File: src/rtl/serial_add_ctrl.sv
// Bit-serial add/subtract sequencer: one full-adder slice reused over WIDTH cycles, LSB first,
// with valid/ready request and response handshakes and one operation in flight.
module serial_add_ctrl #(
    parameter int WIDTH = 16
) (
    input  logic             clk,
    input  logic             rst_n,
    input  logic             req_valid,
    output logic             req_ready,
    input  logic [WIDTH-1:0] op_a,
    input  logic [WIDTH-1:0] op_b,
    input  logic             op_sub,
    output logic             rsp_valid,
    input  logic             rsp_ready,
    output logic [WIDTH-1:0] result,
    output logic             carry_out,
    output logic             overflow,
    output logic             busy
);

    localparam int CW = $clog2(WIDTH + 1);

    typedef enum logic [1:0] {
        IDLE = 2'd0,
        RUN  = 2'd1,
        DONE = 2'd2
    } state_t;

    state_t           state_r;
    state_t           state_nx_s;
    logic [WIDTH-1:0] sh_a_r;
    logic [WIDTH-1:0] sh_b_r;
    logic [WIDTH-1:0] result_r;
    logic [WIDTH-1:0] result_nx_s;
    logic [CW-1:0]    cnt_r;
    logic             cy_r;
    logic             carry_r;
    logic             ovf_r;
    logic             req_ready_r;
    logic             rsp_valid_r;
    logic             busy_r;
    logic             last_s;
    logic             hs1_s;
    logic             hc1_s;
    logic             hc2_s;
    logic             sum_s;
    logic             cout_s;

    assign last_s = (cnt_r == CW'(WIDTH - 1));

    // Full-adder slice built from two half adders and an OR, plus the result shift-in.
    always_comb begin
        hs1_s       = sh_a_r[0] ^ sh_b_r[0];
        hc1_s       = sh_a_r[0] & sh_b_r[0];
        sum_s       = hs1_s ^ cy_r;
        hc2_s       = hs1_s & cy_r;
        cout_s      = hc1_s | hc2_s;
        result_nx_s = result_r >> 1;
        result_nx_s[WIDTH-1] = sum_s;
    end

    // Next-state decode for the IDLE -> RUN -> DONE -> IDLE sequence.
    always_comb begin
        state_nx_s = state_r;
        case (state_r)
            IDLE: begin
                if (req_valid) begin
                    state_nx_s = RUN;
                end else begin
                    state_nx_s = IDLE;
                end
            end
            RUN: begin
                if (last_s) begin
                    state_nx_s = DONE;
                end else begin
                    state_nx_s = RUN;
                end
            end
            DONE: begin
                if (rsp_ready) begin
                    state_nx_s = IDLE;
                end else begin
                    state_nx_s = DONE;
                end
            end
            default: state_nx_s = IDLE;
        endcase
    end

    // State register and handshake flags, registered from the next state.
    always_ff @(posedge clk or negedge rst_n) begin
        if (!rst_n) begin
            state_r     <= IDLE;
            req_ready_r <= 1'b1;
            rsp_valid_r <= 1'b0;
            busy_r      <= 1'b0;
        end else begin
            state_r     <= state_nx_s;
            req_ready_r <= (state_nx_s == IDLE);
            rsp_valid_r <= (state_nx_s == DONE);
            busy_r      <= (state_nx_s != IDLE);
        end
    end

    // Operand capture on accept, then one bit per RUN cycle; carry into the MSB is cy_r on the last bit.
    always_ff @(posedge clk or negedge rst_n) begin
        if (!rst_n) begin
            sh_a_r   <= {WIDTH{1'b0}};
            sh_b_r   <= {WIDTH{1'b0}};
            result_r <= {WIDTH{1'b0}};
            cnt_r    <= {CW{1'b0}};
            cy_r     <= 1'b0;
            carry_r  <= 1'b0;
            ovf_r    <= 1'b0;
        end else begin
            case (state_r)
                IDLE: begin
                    if (req_valid) begin
                        sh_a_r <= op_a;
                        sh_b_r <= op_sub ? ~op_b : op_b;
                        cy_r   <= op_sub;
                        cnt_r  <= {CW{1'b0}};
                    end
                end
                RUN: begin
                    result_r <= result_nx_s;
                    sh_a_r   <= sh_a_r >> 1;
                    sh_b_r   <= sh_b_r >> 1;
                    cy_r     <= cout_s;
                    cnt_r    <= cnt_r + CW'(1);
                    if (last_s) begin
                        carry_r <= cout_s;
                        ovf_r   <= cy_r ^ cout_s;
                    end
                end
                default: begin
                end
            endcase
        end
    end

    assign req_ready = req_ready_r;
    assign rsp_valid = rsp_valid_r;
    assign busy      = busy_r;
    assign result    = result_r;
    assign carry_out = carry_r;
    assign overflow  = ovf_r;

endmodule
File: config.mk
export PLATFORM = sky130hd
export DESIGN_NAME = serial_add_ctrl
export DESIGN_NICKNAME = d
export VERILOG_FILES = /design/src/rtl/serial_add_ctrl.sv
export SDC_FILE = /design/constraint.sdc
export NUM_CORES = 1
export LEC_CHECK = 0
export BUFFER_PORTS_ARGS = -buffer_cell sky130_fd_sc_hd__buf_2
export CELL_PAD_IN_SITES_DETAIL_PLACEMENT = 0
export CELL_PAD_IN_SITES_GLOBAL_PLACEMENT = 1
export CORE_MARGIN = 8
export CORE_UTILIZATION = 38
export DETAILED_ROUTE_END_ITERATION = 7
export PLACE_DENSITY = 0.82
export SYNTH_ARGS = -nofsm -noshare
export SYNTH_HDL_FRONTEND = slang
export SYNTH_SLANG_ARGS = --single-unit
File: constraint.sdc
create_clock -name clk -period 1.6 [get_ports clk]
set_input_delay 0.08 -clock clk [delete_from_list [all_inputs] [get_ports clk]]
set_output_delay 0.08 -clock clk [all_outputs]
set_load 0.01 [all_outputs]
# Word level (Yosys, flattened, before mapping)
# Cells that the tools add are included.
# word_totals
regBits	61
ram_bits	0
latchBits	0
in_bits	37
romBits	0
elab_cells	43
memories	0
# op_classes
n_div	0
n_bitwise	7
order_cmp	0
addsub	1
mux	13
multipliers	0
n_eq_ne	5
reduce_logical	6
shift	0
# ops
cell	n
case mux 16 bit (2 select lines)	2
2-to-1 mux 16 bit	3
inverter 16 bit	1
case mux 5 bit (2 select lines)	1
case mux 2 bit (3 select lines)	1
adder 5 x 1 -> 5 bit, second input constant	1
== test 5 x 4 -> 1 bit, second input constant	1
2-to-1 mux 5 bit	1
== test 2 bit, second input constant	2
zero test 2 bit	2
2-to-1 mux 2 bit	2
AND reduction 2 bit	2
nonzero test 2 bit	2
XOR 1 bit	3
bitwise AND 1 bit	2
== test 2 x 1 -> 1 bit, second input constant	1
2-to-1 mux 1 bit	2
!= test 2 bit, second input constant	1
case mux 1 bit (2 select lines)	1
OR 1 bit	1

# Depth between registers and ports, before layout
# Gate-level depths: netlist of the first run.
# depth
word_depth	4
depth_mapped	6

# Worst setup path before layout of the first run
# OpenSTA, ideal clock, no wires.
# synth_timing
path_kind	register -> register
start	reg cnt_r[0]
end	reg carry_r, in the netlist carry_out
slack_ns	0.104
synth_period_minus_slack_ns	1.496
path_stages_with_launch	6
t_required_ns	1.475
n_path_buf	0
arrival_ns	1.371
path_cell_list	dfrtp_1 ha_1 and3_1 ha_1 nand2_1 mux2_2
# synth_between
elab_chain_cells	2
# synth_rtl
element	line	text
from (decl)	35	logic [CW-1:0] cnt_r;
from (signal assigned)	112	cnt_r <= {CW{1'b0}};
from (signal assigned)	123	cnt_r <= {CW{1'b0}};
from (signal assigned)	131	cnt_r <= cnt_r + CW'(1);
== test 5 x 4 -> 1 bit	49	assign last_s = (cnt_r == CW'(WIDTH - 1));
AND reduction 2 bit (no line)	--	
to (signal assigned)	133	carry_r <= cout_s;
to (decl)	37	logic carry_r;
# No other way between the ends.
# A chain may end at the register's enable or synchronous reset.

# Worst setup path in the final report of the first run
# layout_timing
start	reg cnt_r[1]
end	reg carry_r, in the netlist carry_out
# Same word-level chain as after synthesis.

==> impl_metrics.yaml, run 1 <==
status:
  status: "complete, no violations"
drt:
  ant_nets: 0
  wl_microns: 6960
  drt-pass1-iter-count: 4
  vias_per_cell: 5.08
  dr.first_iter.drc_count: 169
  dr_total_vias: 2398
  drc: 0
  wl_per_cell_microns: 14.8
global_route:
  grtUsageTotal_pct: 13.1
  grt_start_max_net_pins: 31
  grt_pass1_wl_microns: 11800
  antenna_found_initial: 0
  grt_pass1_vias: 2418
  gr-total-overflow: 0
sta:
  tns_ns: 0
  drv_slew: 0
  rsz0062_at_grt: "false"
  fin_worst_skew_ns: 0.00954
  hold_viol: 0
  min_period_ns: 1.50
  tightest_slew_ns: 0.465
  setup_viol: 0
  relSlewSlack_pct: 68.9
  holdWs_ns: 0.0262
  period_share_pct: 93.6
  fmax_mhz: 668
synthesis:
  synth.area.mux_share_pct: 1.10
  yosysTopAreaCell: "dfrtp_1"
  async_reset_ff_share_pct: 100
  synth_compound_area_share_pct: 21.3
  netlist.area_leader.share_pct: 50.6
  synth-edff-count: 0
  synth_area_leaders: "dfrtp_1 (51%), nand2_1 (7.2%), a221o_1 (4.7%)"
  synth_nets: 343
  synthSimpleGateAreaFrac_pct: 13.4
  synthCells: 303
  syn_area_sq_mm: 0.00297
  synth_ff_type: "dfrtp_1"
  seq_area_frac_synth_pct: 51.5
  synth_cell_type_count: 33
  synth_top_family_by_area: "compound AO/OA/AOI/OAI gates"
  avgSynthCellArea_sq_um: 9.79
  ys_ff_latch: 61
  post_synth_xor_area_fraction_pct: 5.02
  synthAdderAreaFrac_pct: 1.52
  yosys_warnings: 0
worst_setup_path:
  cpMaxStageDelayCell: "dfrtp_1"
  critPathBufInv: 0
  start_kind: "register"
  crit_chain: "ha_1, and3_1, ha_1, nand2_1, mux2_2"
  path_common_cell: "ha_1"
  critical_path.max_stage_delay_ns: 0.40
  crit_type: "reg -> reg"
  r2r_slack_ns: 0.10
  cp-end-kind: "register"
  crit_cells: 5
  worstReg2RegEnd: "carry_out$_DFFE_PN0P_"
  arrival_ns: 1.72
  required_ns: 1.82
  cp-endpoint: "carry_out$_DFFE_PN0P_"
  critPathMaxFanout: 3
  path_delay_family: "flip-flops"
  rr_worst_depth: 5
  startpoint: "cnt_r[1]$_DFFE_PN0P_"
  r2r_start: "cnt_r[1]$_DFFE_PN0P_"
finish:
  drive_above_1_share_pct: 26.2
  post-route-util_pct: 47.4
  layout_common_cells: "dfrtp_1 (60), nand2_1 (57), buf_2 (57), o21ai_0 (22)"
  nFillCells: 735
  antenna_cells: 0
  layout_commonest_cell: "dfrtp_1"
  syn_to_final_growth_pct: 22.3
  layout.nets: 405
floorplanning:
  core-area_sq_mm: 0.00765
  rows: 32
  die_w_microns: 104
  pin_count: 58
  die_h_microns: 104
  start_util_pct: 38.8
  dieArea_sq_mm: 0.0109
power_and_ir_drop:
  power_frac_seq_pct: 40.6
  power_density_mw_per_mm2: 1760
  pwr-share-clk_pct: 21.5
  power_frac_comb_pct: 37.9
  p_int_w: 0.00395
  swShare_pct: 37.9
  switchingPower_w: 0.00242
  peakVddDrop_v: 0.000721
  p_leak_nw: 1.72
clock_network:
  clk_pin_slew_ns: 0.07
  ctsHtreeMaxLevel: 3
  cts_tree: "yes"
  clock-root-buffer: "clkbuf_8"
  clock_latency_ns: 0.34
  cts.path.max_buffers: 2
  numCtsBuffers: 9
  cts.sinks: 61
placement:
  gp_congestion: 0.718
  io_buffers: 57
  dp_hpwl_microns: 4790
hold_path:
  hold_path_class: "in -> reg"
  hold_start: "op_a[1]"
flow_run:
  maxCapViolCount: 0
## power by group through the flow
stage / Combinational (W) / Sequential, W / Clock [W]
6_report: 0.00241 / 0.00259 / 0.00137
5_1_grt: 0.00275 / 0.00267 / 0.00147
4_1_cts: 0.00244 / 0.00259 / 0.00141
3_5_place_dp: 0.00244 / 0.00261 / 0
3_3_place_gp: 0.00236 / 0.00259 / 0
2_1_floorplan: 0.00154 / 0.00261 / 0
## synthesized netlist by cell type, types with 2 or more instances
master	number
buf_1	2
clkbuf_1	10
a221o_1	14
ha_1	2
nand2_1	57
mux2_2	2
a21oi_1	18
dfrtp_1	60
nand3_1	2
a22oi_1	17
inv_1	17
nor2b_1	19
a22o_1	2
buf_2	11
xnor2_1	16
o21ai_0	22
nor2_1	3
o32ai_1	14
## worst reg2reg max path, cell delays in order, from the launching register on
cell	delay, ns
dfrtp_1	0.40
ha_1	0.20
and3_1	0.18
ha_1	0.19
nand2_1	0.09
mux2_2	0.33
## per-layer routing
metal	vias up	part of all wire, %	track usage (%)	routed length, microns
met5	-	0	0	0
met4	0	1.1	6.20	74
met3	6	4.7	3.59	326
met2	48	48	20.8	3350
met1	1167	46	16.2	3220
li1	1177	-	-	-
## cells by family after synthesis
logic type      Yosys count
flops                    61
compound gates           90
buf+inv                  42
xor+xnor                 17
mux                       3
fa+ha+maj                 3
simple gates             87
## registers in the layout (all words and copies together), names as in the netlist
name       count
req_ready      1
sh_b_r        16
busy           1
result        16
rsp_valid      1
sh_a_r        16
cnt_r          5
carry_out      1
overflow       1
cy_r           1
state_r        2
## worst min-delay path by stage
| stage | to | slack (ns) | cells past startpoint |
|---|---|---|---|
| 5_1_grt | sh_a_r[8]$_DFFE_PN0P_ | 0.03 | 3 |
| 3_3_place_gp | busy$_DFF_PN0_ | 0.06 | 1 |
| 6_report | sh_a_r[1]$_DFFE_PN0P_ | 0.03 | 3 |
| 4_1_cts | rsp_valid$_DFF_PN0_ | 0.01 | 3 |
| 2_1_floorplan | busy$_DFF_PN0_ | -0.22 | 0 |
| 3_5_place_dp | result[2]$_DFFE_PN0P_ | 0.06 | 1 |
## area by class of cell
| type | count | area (sq um) | area share [%] |
|---|---|---|---|
| inverter | 17 | 63.8 | 1.76 |
| clock inverter | 7 | 75.1 | 2.07 |
| sequential | 61 | 1530 | 42.1 |
| timing repair buffer | 76 | 443 | 12.2 |
| tap | 102 | 128 | 3.52 |
| clock buffer | 9 | 124 | 3.41 |
| multi-input combinational | 200 | 1270 | 34.9 |
## per-stage QoR
stage | setup WS (ns) | instance area [sq um] | power [W] | cells
after floorplan | 0.104 | 2970 | 0.00416 | 303
after global placement | 0.118 | 3410 | 0.00495 | 454
after detailed placement | 0.0827 | 3410 | 0.00505 | 454
after CTS | 0.0673 | 3620 | 0.00643 | 471
after global routing | 0.0199 | 3630 | 0.00688 | 472
final | 0.103 | 3630 | 0.00637 | 472
## timing repair
action | in CTS | in global routing
gates resized for setup | 0 | 1
endpoints found under the hold margin | 16 | 0
hold buffers | 1 | 0
setup buffers | 0 | 1
setup endpoints to repair | 0 | 15
Note: power is estimated with default switching activity, not from simulation.
==> run 2: changes to the inputs <==
- CORE_ASPECT_RATIO: not set -> 0.7
==> impl_metrics.yaml, run 2 (synthesized netlist as in run 1, its figures left out) <==
power_and_ir_drop:
  p_int_w: 0.00410
  p_leak_nw: 1.72
  pwr-share-clk_pct: 23.2
  peakVddDrop_v: 0.000723
  p_total_w: 0.00655
  switchingPower_w: 0.00245
  swShare_pct: 37.4
  power_density_mw_per_mm2: 1810
  power_frac_comb_pct: 36.8
  power_frac_seq_pct: 39.9
floorplanning:
  die_w_microns: 122
  rows: 27
  core-area_sq_mm: 0.00770
  die_h_microns: 89.9
  start_util_pct: 38.5
  pin_count: 58
  dieArea_sq_mm: 0.0109
sta:
  tightest_slew_ns: 0.461
  min_period_ns: 1.54
  hold_viol: 0
  fin_worst_skew_ns: 0.00915
  setup_slack_ns: 0.0556
  setup_viol: 0
  rsz0062_at_grt: "false"
  period_share_pct: 96.5
  drv_slew: 0
  relSlewSlack_pct: 69.3
  fmax_mhz: 648
  tns_ns: 0
drt:
  wl_per_cell_microns: 15.4
  vias_per_cell: 5.14
  dr_total_vias: 2391
  ant_nets: 0
  wl_microns: 7170
  drt-pass1-iter-count: 4
  dr.first_iter.drc_count: 130
  drc: 0
worst_setup_path:
  crit_type: "reg -> reg"
  r2r_slack_ns: 0.06
  startpoint: "cnt_r[0]$_DFFE_PN0P_"
  r2r_start: "cnt_r[0]$_DFFE_PN0P_"
  start_kind: "register"
  rr_worst_depth: 5
  arrival_ns: 1.77
  cp-end-kind: "register"
  required_ns: 1.82
  cp-endpoint: "carry_out$_DFFE_PN0P_"
  worstReg2RegEnd: "carry_out$_DFFE_PN0P_"
  critPathMaxFanout: 4
clock_network:
  numCtsBuffers: 9
  ctsHtreeMaxLevel: 3
  clock-root-buffer: "clkbuf_8"
  cts_tree: "yes"
  cts.sinks: 61
  post-cts-setup-buffer-count: 0
  clock_latency_ns: 0.34
  cts.path.max_buffers: 2
  clk_pin_slew_ns: 0.07
global_route:
  grt_pass1_wl_microns: 12300
  grtUsageTotal_pct: 13.7
  grt_start_max_net_pins: 62
  grt_pass1_vias: 2444
  antenna_found_initial: 0
  gr-total-overflow: 0
placement:
  pre_cts_ws_ns: 0.0645
  dp_hpwl_microns: 4740
  io_buffers: 57
  gp_congestion: 0.767
flow_run:
  maxCapViolCount: 0
finish:
  layout.nets: 399
  antenna_cells: 0
  drive_above_1_share_pct: 25.0
  syn_to_final_growth_pct: 22.1
  layout_commonest_cell: "dfrtp_1"
  nFillCells: 744
  layout_common_cells: "dfrtp_1 (60), nand2_1 (57), buf_2 (57), o21ai_0 (22)"
hold_path:
  hold_path_class: "in -> reg"
  hold_start: "op_a[4]"
status:
  status: "complete, no violations"
-- run 2: changes by cell type in the layout (fill, tap and decap cells not counted) --
cell / change
bufinv_16: +1
clkinv_4: +3
clkinvlp_4: -3
buf_6: +1
inv_6: -1
buf_12: +1
buf_4: -8
-- run 2: per-stage QoR --
stage	instance area, sq um	std cells	hold slack [ns]	util [%]
after floorplan	2970	303	-0.216	-
after global placement	3380	448	0.116	43.9
after detailed placement	3380	448	0.122	43.9
after CTS	3620	465	0.0136	46.9
after global routing	3620	465	0.0343	47.0
final	3620	465	0.0199	47.0
-- run 2: final cells by class --
cell class	instances	area, sq um	share of cell area [%]
well taps	101	126	3.49
clock buffers	9	124	3.42
flip-flops and latches	61	1530	42.2
multi-input cells	200	1270	35.0
clock inverters	7	100	2.76
repair buffers	70	414	11.4
inverters	17	63.8	1.76
-- run 2: worst min-delay path by stage --
stage / endpoint / slack (ns) / cells after the start
after floorplan: busy$_DFF_PN0_ / -0.22 / 0
after global placement: busy$_DFF_PN0_ / 0.12 / 2
after detailed placement: busy$_DFF_PN0_ / 0.12 / 2
after CTS: sh_a_r[2]$_DFFE_PN0P_ / 0.01 / 3
after global routing: rsp_valid$_DFF_PN0_ / 0.03 / 3
final: sh_a_r[4]$_DFFE_PN0P_ / 0.02 / 3
-- run 2: what timing repair did --
action	CTS	global route
hold buffers	1	0
gates resized for setup	0	2
hold endpoints to repair	60	0
setup endpoints to repair	0	17
-- run 2: power by group through the flow --
stage	sequential, W	clock (W)	combinational [W]
CTS	0.00261	0.00157	0.00245
global placement	0.00260	0	0.00235
floorplan	0.00261	0	0.00154
finish	0.00262	0.00152	0.00241
detailed placement	0.00262	0	0.00245
global route	0.00270	0.00164	0.00275
-- run 2: per-layer routing --
layer  up-vias  GRT usage, %  part of all wire (%)
met5         -             0                     0
li1       1169             -                     -
met2        57          20.5                    44
met4         0          2.87                  0.64
met1      1160          18.1                    50
met3         5          5.50                   6.2
-- run 2: worst max-delay path, cell delays in order (launching register included) --
cell and delay (ns):
dfrtp_1 0.41, ha_1 0.22, and3_1 0.18, ha_1 0.19, nand2_1 0.10, mux2_2 0.34
